[src/rtl/prod_accum_if.sv]
// prod_accum_if: product input stream plus result output stream of the accumulator
//   in_valid/in_ready/in_prod/in_last : upstream product beats
//   out_valid/out_ready               : result handshake
//   out_acc/out_count/out_ovf         : registered dot-product result, beat count, sticky overflow
interface prod_accum_if #(
  parameter int ACC_W = 32,
  parameter int CNT_W = 8
);
  logic             in_valid;
  logic             in_ready;
  logic [15:0]      in_prod;
  logic             in_last;
  logic             out_valid;
  logic             out_ready;
  logic [ACC_W-1:0] out_acc;
  logic [CNT_W-1:0] out_count;
  logic             out_ovf;
  modport master (
    output in_valid, in_prod, in_last, out_ready,
    input  in_ready, out_valid, out_acc, out_count, out_ovf
  );
  modport slave (
    input  in_valid, in_prod, in_last, out_ready,
    output in_ready, out_valid, out_acc, out_count, out_ovf
  );
endinterface

[src/rtl/prod_accum_unit.sv]
// prod_accum_unit: sums a stream of 16-bit products and presents the total on a registered handshake
//   clk   : rising-edge clock
//   rst_n : synchronous active-low reset
//   clear : synchronous abort of partial sum and any held result
//   bus   : prod_accum_if slave (product beats in, result out)
module prod_accum_unit #(
  parameter int ACC_W    = 32,
  parameter int CNT_W    = 8,
  parameter int SATURATE = 1
) (
  input logic           clk,
  input logic           rst_n,
  input logic           clear,
  prod_accum_if.slave   bus
);
  localparam logic [1:0] IDLE  = 2'd0;
  localparam logic [1:0] ACCUM = 2'd1;
  localparam logic [1:0] HOLD  = 2'd2;
  logic [1:0]       state_q, state_d;
  logic [ACC_W-1:0] acc_q, acc_d, oacc_q, oacc_d, acc_upd;
  logic [CNT_W-1:0] cnt_q, cnt_d, ocnt_q, ocnt_d, cnt_upd;
  logic             ovf_q, ovf_d, oovf_q, oovf_d, ovld_q, ovld_d, ovf_upd;
  logic [ACC_W:0]   sum;
  logic             accept;
  assign bus.in_ready  = rst_n & (state_q != HOLD);
  assign bus.out_valid = ovld_q;
  assign bus.out_acc   = oacc_q;
  assign bus.out_count = ocnt_q;
  assign bus.out_ovf   = oovf_q;
  assign accept  = bus.in_valid & bus.in_ready;
  assign sum     = {1'b0, acc_q} + {{(ACC_W-15){1'b0}}, bus.in_prod};
  assign acc_upd = (sum[ACC_W] && SATURATE != 0) ? {ACC_W{1'b1}} : sum[ACC_W-1:0];
  assign ovf_upd = ovf_q | sum[ACC_W];
  // beat count sticks at all-ones rather than wrapping
  assign cnt_upd = (&cnt_q) ? cnt_q : cnt_q + CNT_W'(1);
  always_comb begin
    state_d = state_q;
    acc_d   = acc_q;
    cnt_d   = cnt_q;
    ovf_d   = ovf_q;
    ovld_d  = ovld_q;
    oacc_d  = oacc_q;
    ocnt_d  = ocnt_q;
    oovf_d  = oovf_q;
    if (clear) begin
      state_d = IDLE;
      acc_d   = '0;
      cnt_d   = '0;
      ovf_d   = 1'b0;
      ovld_d  = 1'b0;
    end else if (accept && bus.in_last) begin
      state_d = HOLD;
      acc_d   = '0;
      cnt_d   = '0;
      ovf_d   = 1'b0;
      ovld_d  = 1'b1;
      oacc_d  = acc_upd;
      ocnt_d  = cnt_upd;
      oovf_d  = ovf_upd;
    end else if (accept) begin
      state_d = ACCUM;
      acc_d   = acc_upd;
      cnt_d   = cnt_upd;
      ovf_d   = ovf_upd;
    end else if (ovld_q && bus.out_ready) begin
      state_d = IDLE;
      ovld_d  = 1'b0;
    end
  end
  always_ff @(posedge clk) begin
    if (!rst_n) begin
      state_q <= IDLE;
      acc_q   <= '0;
      cnt_q   <= '0;
      ovf_q   <= 1'b0;
      ovld_q  <= 1'b0;
      oacc_q  <= '0;
      ocnt_q  <= '0;
      oovf_q  <= 1'b0;
    end else begin
      state_q <= state_d;
      acc_q   <= acc_d;
      cnt_q   <= cnt_d;
      ovf_q   <= ovf_d;
      ovld_q  <= ovld_d;
      oacc_q  <= oacc_d;
      ocnt_q  <= ocnt_d;
      oovf_q  <= oovf_d;
    end
  end
endmodule

[src/flat_wrapper.sv]
// flat-port wrapper written by rule: the top's interface ports become plain ports
module prod_accum_unit_flat 
#(
  parameter int ACC_W    = 32,
  parameter int CNT_W    = 8,
  parameter int SATURATE = 1
)
  (clk, rst_n, clear, bus_in_valid, bus_in_prod, bus_in_last, bus_out_ready, bus_in_ready, bus_out_valid, bus_out_acc, bus_out_count, bus_out_ovf);
  prod_accum_if #(.ACC_W(ACC_W), .CNT_W(CNT_W)) bus_i ();
  input logic clk;
  input logic rst_n;
  input logic clear;
  input wire logic [$bits(bus_i.in_valid)-1:0] bus_in_valid;
  input wire logic [$bits(bus_i.in_prod)-1:0] bus_in_prod;
  input wire logic [$bits(bus_i.in_last)-1:0] bus_in_last;
  input wire logic [$bits(bus_i.out_ready)-1:0] bus_out_ready;
  output wire logic [$bits(bus_i.in_ready)-1:0] bus_in_ready;
  output wire logic [$bits(bus_i.out_valid)-1:0] bus_out_valid;
  output wire logic [$bits(bus_i.out_acc)-1:0] bus_out_acc;
  output wire logic [$bits(bus_i.out_count)-1:0] bus_out_count;
  output wire logic [$bits(bus_i.out_ovf)-1:0] bus_out_ovf;
  assign bus_i.in_valid = bus_in_valid;
  assign bus_i.in_prod = bus_in_prod;
  assign bus_i.in_last = bus_in_last;
  assign bus_i.out_ready = bus_out_ready;
  assign bus_in_ready = bus_i.in_ready;
  assign bus_out_valid = bus_i.out_valid;
  assign bus_out_acc = bus_i.out_acc;
  assign bus_out_count = bus_i.out_count;
  assign bus_out_ovf = bus_i.out_ovf;
  prod_accum_unit #(.ACC_W(ACC_W), .CNT_W(CNT_W), .SATURATE(SATURATE)) u_core (.clk(clk), .rst_n(rst_n), .clear(clear), .bus(bus_i));
endmodule
[config.mk]
export PLATFORM = sky130hd
export DESIGN_NAME = prod_accum_unit_flat
export DESIGN_NICKNAME = d
export VERILOG_FILES = /design/src/rtl/prod_accum_if.sv /design/src/rtl/prod_accum_unit.sv /design/src/flat_wrapper.sv
export SDC_FILE = /design/constraint.sdc
export NUM_CORES = 1
export LEC_CHECK = 0
export BUFFER_PORTS_ARGS = -buffer_cell sky130_fd_sc_hd__buf_2
export CAP_MARGIN = 20
export CORE_UTILIZATION = 57
export CTS_CLUSTER_DIAMETER = 30
export DETAILED_ROUTE_END_ITERATION = 10
export PLACE_DENSITY = 0.8
export SLEW_MARGIN = 25
export SYNTH_ARGS = -nofsm -noshare
export SYNTH_HDL_FRONTEND = slang
export SYNTH_SLANG_ARGS = --single-unit
[constraint.sdc]
create_clock -name clk -period 3.2 [get_ports clk]
set_input_delay 0.48 -clock clk [delete_from_list [all_inputs] [get_ports clk]]
set_output_delay 0.48 -clock clk [all_outputs]
set_load 0.02 [all_outputs]
=== Yosys cells after proc, flatten, opt, wreduce, memory -nomap -nowiden ===
Index checks and enable logic that the tools add are counted.

* Flip-flop bits (word level): 85
* Input port bits: 22
* Output and inout port bits: 43
* Word-level logic and storage cells: 36

* Add/subtract/negate cells: 2
* Equal/unequal tests: 2
* Mux-type cells: 8
* Bitwise gates (word level): 5
* Reductions and logical operators: 10

{| class="wikitable"
|+ Operators by type and width
! kind !! number
|-
| 32-bit by 16-bit adder with 33-bit output || 1
|-
| 32-bit 2-to-1 mux || 1
|-
| 8-bit by 1-bit adder with 8-bit output, second input constant || 1
|-
| 8-bit 2-to-1 mux || 1
|-
| 8-bit AND reduction || 1
|-
| 2-bit 2-to-1 mux || 3
|-
| 2-bit != test, second input constant || 2
|-
| 2-bit AND reduction || 2
|-
| 2-bit nonzero test || 2
|-
| 1-bit 2-to-1 mux || 3
|-
| 3-bit nonzero test || 1
|-
| 3-bit OR reduction || 1
|-
| 1-bit bitwise AND || 2
|-
| 1-bit logical AND || 2
|-
| 1-bit NOT || 2
|-
| 2-bit OR reduction || 1
|-
| 1-bit bitwise OR || 1
|}

=== Longest topological paths before layout ===
Gate-level depths: netlist of run 1.

* Word-level depth: 6
* Mapped depth: 10
* Depth with buffers taken out: 9

=== Worst setup path before layout of run 1 ===
No wires, ideal clock.

* Path kind: input-to-reg
* From: input bus_in_prod[0]
* To: register u_core.acc_q[19]
* Setup time: 115 ps
* Data arrival time: 2,410 ps
* Required time: 3,085 ps
* Path slack: 675 ps
* Stages on the path: 10
* Path buffers: 1
* Cell sequence: ha_1 fa_1 nand3_1 a21oi_2 a221oi_4 o21ai_2 nor2b_4 buf_6 o21a_1 o21a_1

* Cells in the longest elaborated chain, start to end: 2

{| class="wikitable"
|+ Ends and longest elaborated chain
! item !! RTL line !! source
|-
| start, declared || flat_wrapper.sv:14 || <nowiki>input wire logic [$bits(bus_i.in_prod)-1:0] bus_in_prod;</nowiki>
|-
| 32-bit by 16-bit adder with 33-bit output || prod_accum_unit.sv:31 || <nowiki>assign sum = {1'b0, acc_q} + {{(ACC_W-15){1'b0}}, bus.in_prod};</nowiki>
|-
| 32-bit 2-to-1 mux || prod_accum_unit.sv:32 || <nowiki>assign acc_upd = (sum[ACC_W] && SATURATE != 0) ? {ACC_W{1'b1}} : sum[ACC_W-1:0];</nowiki>
|-
| end signal, assigned || prod_accum_unit.sv:73 || <nowiki>acc_q <= '0;</nowiki>
|-
| end signal, assigned || prod_accum_unit.sv:82 || <nowiki>acc_q <= acc_d;</nowiki>
|-
| end, declared || prod_accum_unit.sv:20 || <nowiki>logic [ACC_W-1:0] acc_q, acc_d, oacc_q, oacc_d, acc_upd;</nowiki>
|}

Every way passes these cells.
A chain may end at the register's enable or synchronous reset.

=== Final worst setup path of run 1 ===
* From: register u_core.acc_q[9]
* To: register u_core.acc_q[11]

* Cells in the longest elaborated chain, start to end: 2

{| class="wikitable"
|+ Ends and longest elaborated chain
! item !! RTL line
|-
| 32-bit by 16-bit adder with 33-bit output || prod_accum_unit.sv:31
|-
| 32-bit 2-to-1 mux || prod_accum_unit.sv:32
|}

Every way passes these cells.

==> reports/summary.md, run 1 <==
In this run the vertical extent of the chip is 90.3 µm. The signal arrival time at the worst endpoint was 3140 ps. In the synthesized netlist, the number of instances is 524.

The min-delay analysis places its worst path in the category primary input to register. The run gives 0.887 as the final weighted congestion in routability-driven placement. Setup repair after global routing left no endpoint under its margin.

Excluding fillers, the count of instances in the completed layout stands at 677. The worst-case headroom to the max-slew limit was 0.451; the aggregate negative setup slack was 0 ps. The net count of the mapped netlist was 564. TritonCTS built the clock tree.

The width of the die came out at 90.3 µm. The number of different library cells in the post-synthesis netlist is 55. The tree built by TritonCTS fans out to 85 sinks. For the number of global-route vias before repair, the log shows 3,870.

The fraction of registers with async set/reset was 0; the mean number of vias per cell was 6.03. The average instance in the mapped netlist occupies 8.49 µm². For this design the ratio of total power to cell area is 410 mW/mm².

Global-route total usage across every layer: 0.267. After detailed routing, the average wire length per cell comes to 15.5 µm. The run finished with clean final reports. The Yosys step of the flow raised 0 warnings.

Number of H-tree levels: 3. STA classifies the critical path startpoint as a register. The number of gates resized after cts was 0. Traced cell by cell, the critical path runs through ha_1 -> nand2_1 -> a21oi_1 -> a221oi_4 -> o21ai_2 -> nor2b_4 -> nor2_1 -> a211oi_1. The logs give 0 for the final antenna-violating net count and 10,500 µm for the overall routed net length.

For the worst IR drop on VDD, the log shows 223 µV. The logs give 0 for the final max-slew violation count and 3470 ps for the required time at the worst-slack endpoint. Port buffering added 64 buffers. For the final database, setup skew stands at 10.7 ps. In this run, CTS created clock tree buffers numbering 9. The transition time at the pin with the least slew margin is 820 ps.

For this run, the post-layout net count is 613. Counting both buffers and inverters, the worst setup path holds a total of 0. The number of failing setup endpoints in the final timing report is 0. Buffers inserted to repair hold after CTS numbered 0.

The tree is rooted in a clkbuf_8. Clock-pin slew was measured on the worst setup and hold paths at 90 ps. The number of antenna violations at the first check in global routing came out at 0.

The layout-stage area growth over the synthesis result came out at 12.2%. The initial core utilization is 0.600, and the largest net degree at the start of global routing is 54. For this run, the leading register cell type out of synthesis is dfxtp_1.

The overall overflow remaining after global route is 0. Delay contributed by the slowest stage of the critical path: 550 ps. The repair_antennas step left the layout with diodes totalling 0. Max-cap violations in this run came to 0. The worst setup path is captured at a register.

For this run, the top clock speed supported by timing is 348 MHz. For the clock latency on the worst-skew pair, the log shows 350 ps. The final critical path time including I/O delays and setup is 2870 ps. The synthesized design contains 0 enable-type register cells.

Synthesis inferred 85 register bits. The share of post-route cells with drive strength above 1 was 0.194; the final period utilization was 0.897. The core region is 0.00741 mm². The run gives 174 as the DRC violation total after the first TritonRoute iteration.

The worst hold margin is 432 ps, and the number of core rows is 31. The type of the setup path with the least slack is register to register. The run gives 4,081 as the via count. Counting along the longest clock path gives a buffer depth of 2. The cell leakage power is 1.97 nW. The wire-length estimate of the detail-placed layout is 7260 µm. The slowest cell on the critical path was o21ai_2.

The final count of hold timing violations was 0. The cell family with the largest share of critical-path delay is compound AO/OA/AOI/OAI gates. The portion of the post-synthesis area used by sequential elements came out at 0.383. The run gives 4 as the length of the first detailed-routing pass in iterations. The floorplan step defined a die boundary enclosing 0.00816 mm². For the post-synthesis cell area, the log shows 0.00445 mm². The number of placed instances with taps included was 661; the wire length of the first global-routing pass was 17,800 µm. Along the worst path, the maximum fanout reaches 16. The post-detailed-route DRC marker count was 0.

The number of setup buffers added after CTS came out at 0. 65 I/O pins were placed.
## through the flow
stage / util / total power [mW] / worst slack (ps) / area, µm²
3_3_place_gp: 0.650 / 1.37 / 194 / 4810
5_1_grt: 0.673 / 2.14 / 123 / 4990
4_1_cts: 0.673 / 2.06 / 387 / 4990
6_report: 0.673 / 2.05 / 328 / 4990
3_5_place_dp: 0.650 / 1.37 / 127 / 4810
2_1_floorplan: - / 1.30 / 675 / 4450
## where the power goes
part           switching (mW)  internal [mW]  total, mW
Combinational           0.167         0.0913      0.258
Sequential             0.0131           1.08       1.09
Clock                   0.407          0.288      0.694
## Yosys cell counts (2+ instances only)
master,number,area share
dfxtp_1,85,0.38
nor2_1,70,0.059
a21oi_1,55,0.062
nand2_1,36,0.030
o21ai_0,33,0.037
a211oi_1,31,0.052
clkbuf_1,20,0.017
xnor2_1,19,0.037
ha_1,17,0.048
nand3_1,15,0.017
and3_1,12,0.017
buf_2,11,0.012
xor2_1,11,0.022
nand4_1,10,0.014
o21a_1,9,0.015
a311oi_1,7,0.014
nor3_1,7,0.0079
mux2i_1,6,0.014
a21o_1,5,0.0084
a31oi_1,5,0.0070
inv_1,5,0.0042
nand2b_1,4,0.0056
o221a_2,4,0.010
and2_1,3,0.0042
and4_1,3,0.0059
o21ai_2,3,0.0059
or3_1,3,0.0042
a211oi_2,2,0.0056
a211oi_4,2,0.0090
a21boi_0,2,0.0034
a41oi_1,2,0.0039
buf_6,2,0.0051
o211ai_1,2,0.0034
o21bai_1,2,0.0034
## cell type report
type                       count  area, µm²
clock buffer                  10        128
clock inverter                 6       46.3
fill                         655       2420
inverter                       5       18.8
multi-input combinational    399       2570
sequential                    85       1700
tap                           99        124
timing repair buffer          73        400
## state kept, by name (all words and copies together), names as in the netlist
signal and count:
u_core.ovf_q 1, u_core.bus.out_acc 32, u_core.bus.out_valid 1, u_core.acc_q 32, u_core.state_q 2, u_core.bus.out_count 8, u_core.bus.out_ovf 1, u_core.cnt_q 8
## cells in the final DEF (no fill, tap or decap), drive strengths merged, types with 2 or more instances in the layout
cell type  Yosys  routed
nand2         36      36
o221a          4       4
clkinvlp       0       2
a21oi         56      56
mux2i          6       6
inv            5       7
o21a           9       9
a21boi         3       3
nand2b         4       4
a31oi          5       5
clkbuf        21      10
and2           3       3
and4           4       4
a221oi         2       2
o211ai         2       2
nor3           8       8
o21bai         2       2
nor2b          2       2
nand3         16      16
ha            17      17
clkinv         0       2
a211oi        35      35
a21o           5       5
a311oi         7       7
a41oi          2       2
dfxtp         85      85
and3          12      12
o21ai         36      36
or3            3       3
xor2          11      11
nor2          70      70
buf           14      73
xnor2         19      19
nand4         10      10
## final timing paths
kind / startpoint / endpoint / slack, ps / cells past startpoint
setup reg to reg: u_core.acc_q[9] / u_core.acc_q[11] / 330 / 8
hold reg to reg: u_core.bus.out_count[0] / u_core.bus.out_count[0] / 450 / 2
setup / recovery: u_core.acc_q[9] / u_core.acc_q[11] / 330 / 8
hold / removal: bus_out_ready / u_core.bus.out_valid / 430 / 4
## tightest hold or removal path, delay by kind of cell
| kind | cells | cell delay [ps] |
|---|---|---|
| AOI/OAI and AO/OA | 1 | 50 |
| buffers and inverters | 1 | 90 |
| and+or+nand+nor | 2 | 110 |
## metal layers
layer | wire, µm | vias up | GRT usage
met1 | 4810 | 1950 | 0.344
met3 | 419 | 22 | 0.0379
met4 | 279 | 0 | 0.124
li1 | - | 2009 | -
met5 | 0 | - | 0
met2 | 4980 | 100 | 0.443
## cell families (layout without fill, tap and decap cells)
| kind of cell | Yosys count | after routing | share of synthesized area |
|---|---|---|---|
| mux | 7 | 7 | 0.0160 |
| buf+inv | 40 | 94 | 0.0414 |
| xor+xnor | 30 | 30 | 0.0591 |
| simple gates | 172 | 172 | 0.183 |
| flops | 85 | 85 | 0.383 |
| compound gates | 172 | 172 | 0.265 |
| fa+ha+maj | 18 | 18 | 0.0523 |
Power figures use the tool's default switching activity.
==> inputs of run 2 (changes only) <==
CORE_UTILIZATION = 62   (was 57)
PLACE_DENSITY = 0.86   (was 0.8)
clock period = 3.7 ns   (was 3.2 ns; I/O delays follow)
==> reports/summary.md, run 2 (synthesis gave the netlist of run 1 again) <==
The count of buffers added on input and output ports is 64. The floorplan step defined a die boundary enclosing 0.00752 mm². The worst setup path is captured at a register. The largest driver fanout on the critical path came out at 16.

The share of total power in sequential cells was 0.509. For the max-cap violation count, the log shows 0. TritonCTS built the clock tree.

The clock passes through at most 2 buffers. The run gives 0.726 as the final core area utilization. The flow ran to the end, and the final reports show no timing, DRC or antenna violations.

The worst path needs 2850 ps of the cycle, external delays included. The overall overflow remaining after global route came out at 0. Setup repair after global routing left no endpoint under its margin. The tools report the HPWL after detailed placement as 7180 µm. Clock tree synthesis selected as its root buffer the cell clkbuf_8. The tools report the I/O pin count as 65.

The logs give 0.00687 mm² for the area of the placeable core and 10,300 µm for the overall routed net length. The run gives 0.888 as the final weighted congestion in routability-driven placement. From bottom edge to top edge, the die measures 86.7 µm. In this run the remaining antenna-violating nets after routing total 0. The worst setup slack before clock tree synthesis is 578 ps, and the DRC violation total after the first TritonRoute iteration is 200. The final route contains 4,035 vias. In this run, CTS created clock tree buffers numbering 9. The final max-slew violation count is 0, and the length of the first detailed-routing pass in iterations is 4. The switching share of total power came out at 0.283. The width of the die was 86.7 µm. The worst setup path is launched from a register. The run gives 0 ps as the aggregate negative setup slack. The area growth from synthesis to layout is 12.2%. The required time at the worst-slack endpoint is 3970 ps, and the number of core rows is 30. The detailed-route wire length per cell works out to 15.4 µm. In this design, the stage delay of the slowest critical-path cell is 510 ps.

The run gives 1.33 mW as the cell-internal power. The wire length of the first global-routing pass is 17,100 µm, and the global-route total usage across every layer is 0.290. The final period utilization works out to 0.769. The logs give 0.119 for the logic gate share of total power and 1.86 mW for the total power.

The worst-case IR drop observed on VDD is 182 µV. The clock-pin transition on the worst setup and hold timing paths was 100 ps; the initial core utilization was 0.647. The slowest cell on the critical path is o21ai_2. The share of post-route cells with drive strength above 1 is 0.193, and the number of setup buffers added after CTS is 0. On the final layout, the worst hold slack is 453 ps. The number of global-route vias before repair was 3,707.

The switching power of the nets came out at 526 µW. The library cell used most frequently in the layout, excluding fill and tap cells, is dfxtp_1. Data on the critical path arrives at its endpoint at 3120 ps. The number of H-tree levels is 3. The critical path in this run is classified as register to register.

The logs give 611 for the final net count and 0 for the post-detailed-route DRC marker count. For the final database, setup skew stands at 12.0 ps. The worst-case headroom to the max-slew limit was 0.466. The number of failing setup endpoints in the final timing report is 0. The path class of the tightest hold or removal check is register to register.

The tools report the final count of hold timing violations as 0. The clock power share came out at 0.372. Counting every sink on the clock net gives 85. Entering global routing, the biggest net connects 54 pins. Walking the worst path, the cells encountered are ha_1 -> nand2_1 -> a21oi_1 -> a221oi_4 -> o21ai_2 -> nor2b_4 -> nor2_1 -> a211oi_1.

The total power divided by cell area came out at 373 mW/mm². The logs give 370 ps for the clock latency on the worst-skew pair and 854 ps for the setup slack of the critical path after layout. The logs give 513 for the filler cell count in the final layout and 0 for the number of antenna violations at the first check in global routing. For this design, the CTS-stage hold fixing added 0 buffers.

The mean number of vias per cell is 6.00. The transition time at the pin with the least slew margin is 801 ps, and the number of diodes added for antenna fixing is 0. Timing would allow up to 351 MHz. The number of gates resized after CTS was 0. For this design the static power due to leakage is 1.98 nW. The library cells used most frequently in the layout, excluding fill and tap cells, are dfxtp_1 (85), nor2_1 (69), buf_2 (64), a21oi_1 (55), nand2_1 (36).
## run 2: final timing paths
check	startpoint	endpoint	slack [ps]	depth (start not counted)
min reg2reg	u_core.bus.out_count[0]	u_core.bus.out_count[0]	450	2
max	u_core.acc_q[9]	u_core.bus.out_acc[6]	850	8
min	u_core.bus.out_count[0]	u_core.bus.out_count[0]	450	2
max reg2reg	u_core.acc_q[9]	u_core.bus.out_acc[6]	850	8
## run 2: worst max-delay path, delay by kind of cell (launching register included)
kind	cells	cell delay, ps
AOI/OAI and AO/OA	4	1210
adders and majority gates	1	450
DFF	1	330
and+or+nand+nor	3	750
## run 2: metrics by stage
step / cell area, µm² / std cells
3_5_place_dp: 4780 / 656
4_1_cts: 4990 / 672
5_1_grt: 4990 / 672
6_report: 4990 / 672
2_1_floorplan: 4450 / 524
3_3_place_gp: 4780 / 656
## run 2: final cells by class
| cell class | instances | area [µm²] | area share |
|---|---|---|---|
| well taps | 96 | 120 | 0.0241 |
| inverters | 5 | 18.8 | 0.00376 |
| clock buffers | 9 | 124 | 0.0248 |
| clock inverters | 7 | 81.3 | 0.0163 |
| flip-flops and latches | 85 | 1700 | 0.341 |
| repair buffers | 71 | 373 | 0.0748 |
| multi-input cells | 399 | 2570 | 0.515 |
## run 2: power groups by stage
stage	registers [mW]	clock network (mW)	logic [mW]
CTS	0.946	0.696	0.220
global route	0.948	0.732	0.244
finish	0.946	0.692	0.222
detailed placement	0.967	0	0.218
floorplan	0.982	0	0.143
global placement	0.966	0	0.213
## run 2: per-layer routing
layer | routed length (µm) | vias to the layer above | share of wire | track usage
li1 | - | 1998 | - | -
met1 | 4470 | 1886 | 0.43 | 0.360
met2 | 5020 | 128 | 0.49 | 0.494
met3 | 520 | 23 | 0.050 | 0.0362
met4 | 302 | 0 | 0.029 | 0.153
met5 | 0 | - | 0 | 0
==> inputs of run 3 (changes only) <==
CORE_UTILIZATION = 52   (was 62)
PLACE_DENSITY = 0.77   (was 0.86)
clock period = 2.3 ns   (was 3.7 ns; I/O delays follow)
==> reports/summary.md, run 3 (synthesis gave the netlist of run 1 again) <==
The run gives 0.00826 mm² as the area of the placeable core. TritonCTS built the clock tree. The tools report the final count of hold timing violations as 0. The cell leakage power was 2.23 nW; the number of placed instances with taps included was 709. STA classifies the critical path endpoint as a register. The logs give 0.00893 mm² for the full die area and 8000 µm for the HPWL after detailed placement.

The overall overflow remaining after global route is 0, and the aggregate negative setup slack is -264 ps. The H-tree was split into 3 levels. The I/O pin count came out at 65. After routing the design area is 0.00568 mm².

The share of post-route cells with drive strength above 1 came out at 0.311. The mean number of vias per cell is 5.88, and the number of failing setup endpoints in the final timing report is 7. The detailed router placed 4,301 vias in this run. The tools report the final antenna-violating net count as 0. The tools report the worst-case headroom to the max-slew limit as 0.462.

The required time at the worst-slack endpoint was 2570 ps; the transition time at the pin with the least slew margin was 807 ps. The first TritonRoute pass finished after 5 iterations. The clock net sink count was 85.

The detailed router used layers up to and including met4. The tools report the switching power of the nets as 887 µW. Detailed routing placed a total of 5960 µm of wire on met2. The setup slack of the critical path after layout came out at -83.6 ps. The flow ran to the end, but the final reports show violations. Initial core utilization: 0.538.

In this run the power density over the cells is 527 mW/mm². The clock power share is 0.341. The run gives 0 as the number of antenna violations at the first check in global routing.

The max-cap violation count came out at 0. In the routed design, unresolved DRC markers number 0. In this run the clock root is driven by a clkbuf_8. Setup repair after global routing could not meet its margin everywhere. In the final design database the tool counted 662 nets. Share of total power in sequential cells: 0.510. The total of buffers placed on input and output ports was 64; the overall routed net length was 11,800 µm.

The global-route total usage across every layer came out at 0.254. The width of the die is 94.5 µm, and the top achievable clock speed is 420 MHz. In this run the worst path has a maximum fanout of 5. The library cell used most frequently in the layout, excluding fill and tap cells, is dfxtp_1.

The worst setup path is launched from a register. DRC violation total after the first TritonRoute iteration: 205. Fill cells in the final layout number 665. The logic gate share of total power was 0.149. The first global-routing pass estimated 18,000 µm of wire.

The routed design uses 560 µm of met3 wire. The type of the setup path with the least slack is register to register. In the final routed layout, each cell accounts on average for 16.2 µm. Excluding fillers, the count of instances in the completed layout stands at 732. TritonCTS created 9 clock buffers. The tightest min-delay check is of the primary input to register type.

The area growth from synthesis to layout is 27.6%. Clock-pin transition on the worst setup and hold timing paths: 100 ps. The logs give 0.00514 mm² for the placed cell area and 0.900 for the final weighted congestion in routability-driven placement. The wire length on met1 was 5070 µm; the largest net degree at the start of global routing was 37. The total power came out at 2.99 mW. The tools report the number of diodes added for antenna fixing as 0. The final max-slew violation count came out at 0.

Switching share of total power: 0.297. The final reports fail on setup timing. The y dimension of the die came out at 94.5 µm.

The final critical path time including I/O delays and setup was 2380 ps. The internal portion of the total power is 2.10 mW. The clock latency on the worst-skew pair was 360 ps; the number of core rows was 33. Clock skew on the completed layout was measured at 12.4 ps.

Counting along the longest clock path gives a buffer depth of 2. At the worst endpoint, the arrival time is 2660 ps. The top cell types in the final layout, fill and taps aside, are dfxtp_1 (80), nor2_1 (67), buf_2 (64), a21oi_1 (50), buf_4 (47). The number of global-route vias before repair was 4,006; the final period utilization was 1.04. The worst-case IR drop observed on VDD is 354 µV.
-- run 3: cell count changes in the layout (fill, tap and decap cells not counted), moves of 3 or more --
cell	before	now
and3_4	0	3
and3_1	12	9
o21ai_0	33	30
buf_4	7	47
inv_6	3	0
ha_1	17	11
dfxtp_1	85	80
a21oi_4	0	3
a21oi_1	55	50
dfxtp_2	0	5
buf_6	0	9
ha_4	0	5
a211oi_1	31	27
-- run 3: layout make-up --
class | count | area (µm²) | area share
inverter | 5 | 18.8 | 0.00331
clock buffer | 9 | 124 | 0.0218
tap | 105 | 131 | 0.0231
timing repair buffer | 122 | 815 | 0.144
multi-input combinational | 399 | 2810 | 0.495
clock inverter | 7 | 70.1 | 0.0123
sequential | 85 | 1710 | 0.301
-- run 3: critical path: stages (launching register included) --
cell      delay [ps]
dfxtp_1          350
ha_4             290
buf_4            120
nand4_1          160
a211oi_2         450
o21ai_4          150
buf_4            190
a211oi_4         220
a21oi_1          110
a211oi_1         240
-- run 3: path summary, 6_finish.rpt --
check	startpoint	endpoint	slack [ps]	depth (start not counted)
setup / recovery	u_core.acc_q[3]	u_core.acc_q[23]	-80	9
hold / removal	bus_out_ready	u_core.bus.out_valid	260	4
setup reg to reg	u_core.acc_q[3]	u_core.acc_q[23]	-80	9
hold reg to reg	u_core.bus.out_count[0]	u_core.bus.out_count[0]	460	2
-- run 3: per-stage QoR --
step | hold WS [ps] | setup slack (ps) | utilization
after floorplan | 438 | 13.0 | -
after global placement | 434 | -95.1 | 0.623
after detailed placement | 445 | -185 | 0.623
after CTS | 257 | -16.9 | 0.649
after global routing | 291 | -201 | 0.687
final | 263 | -83.6 | 0.687
-- run 3: power groups by stage --
| stage | registers, mW | clock network (mW) | logic, mW |
|---|---|---|---|
| detailed placement | 1.56 | 0 | 0.407 |
| CTS | 1.52 | 1.04 | 0.412 |
| global route | 1.53 | 1.10 | 0.484 |
| finish | 1.52 | 1.02 | 0.446 |
| global placement | 1.56 | 0 | 0.399 |
| floorplan | 1.58 | 0 | 0.231 |
-- run 3: routing by layer --
layer | GRT usage | vias to the layer above
li1 | - | 2099
met1 | 0.291 | 2029
met2 | 0.463 | 143
met3 | 0.0531 | 30
met4 | 0.0960 | 0
met5 | 0 | -
-- run 3: timing repair --
item / 4_1_cts / 5_1_grt
setup endpoints to repair: 18 / 62
pin swaps: 1 / 13
resized for setup: 5 / 53
cloned: 1 / 1
setup buffers: 0 / 5
hold buffers: 0 / 0
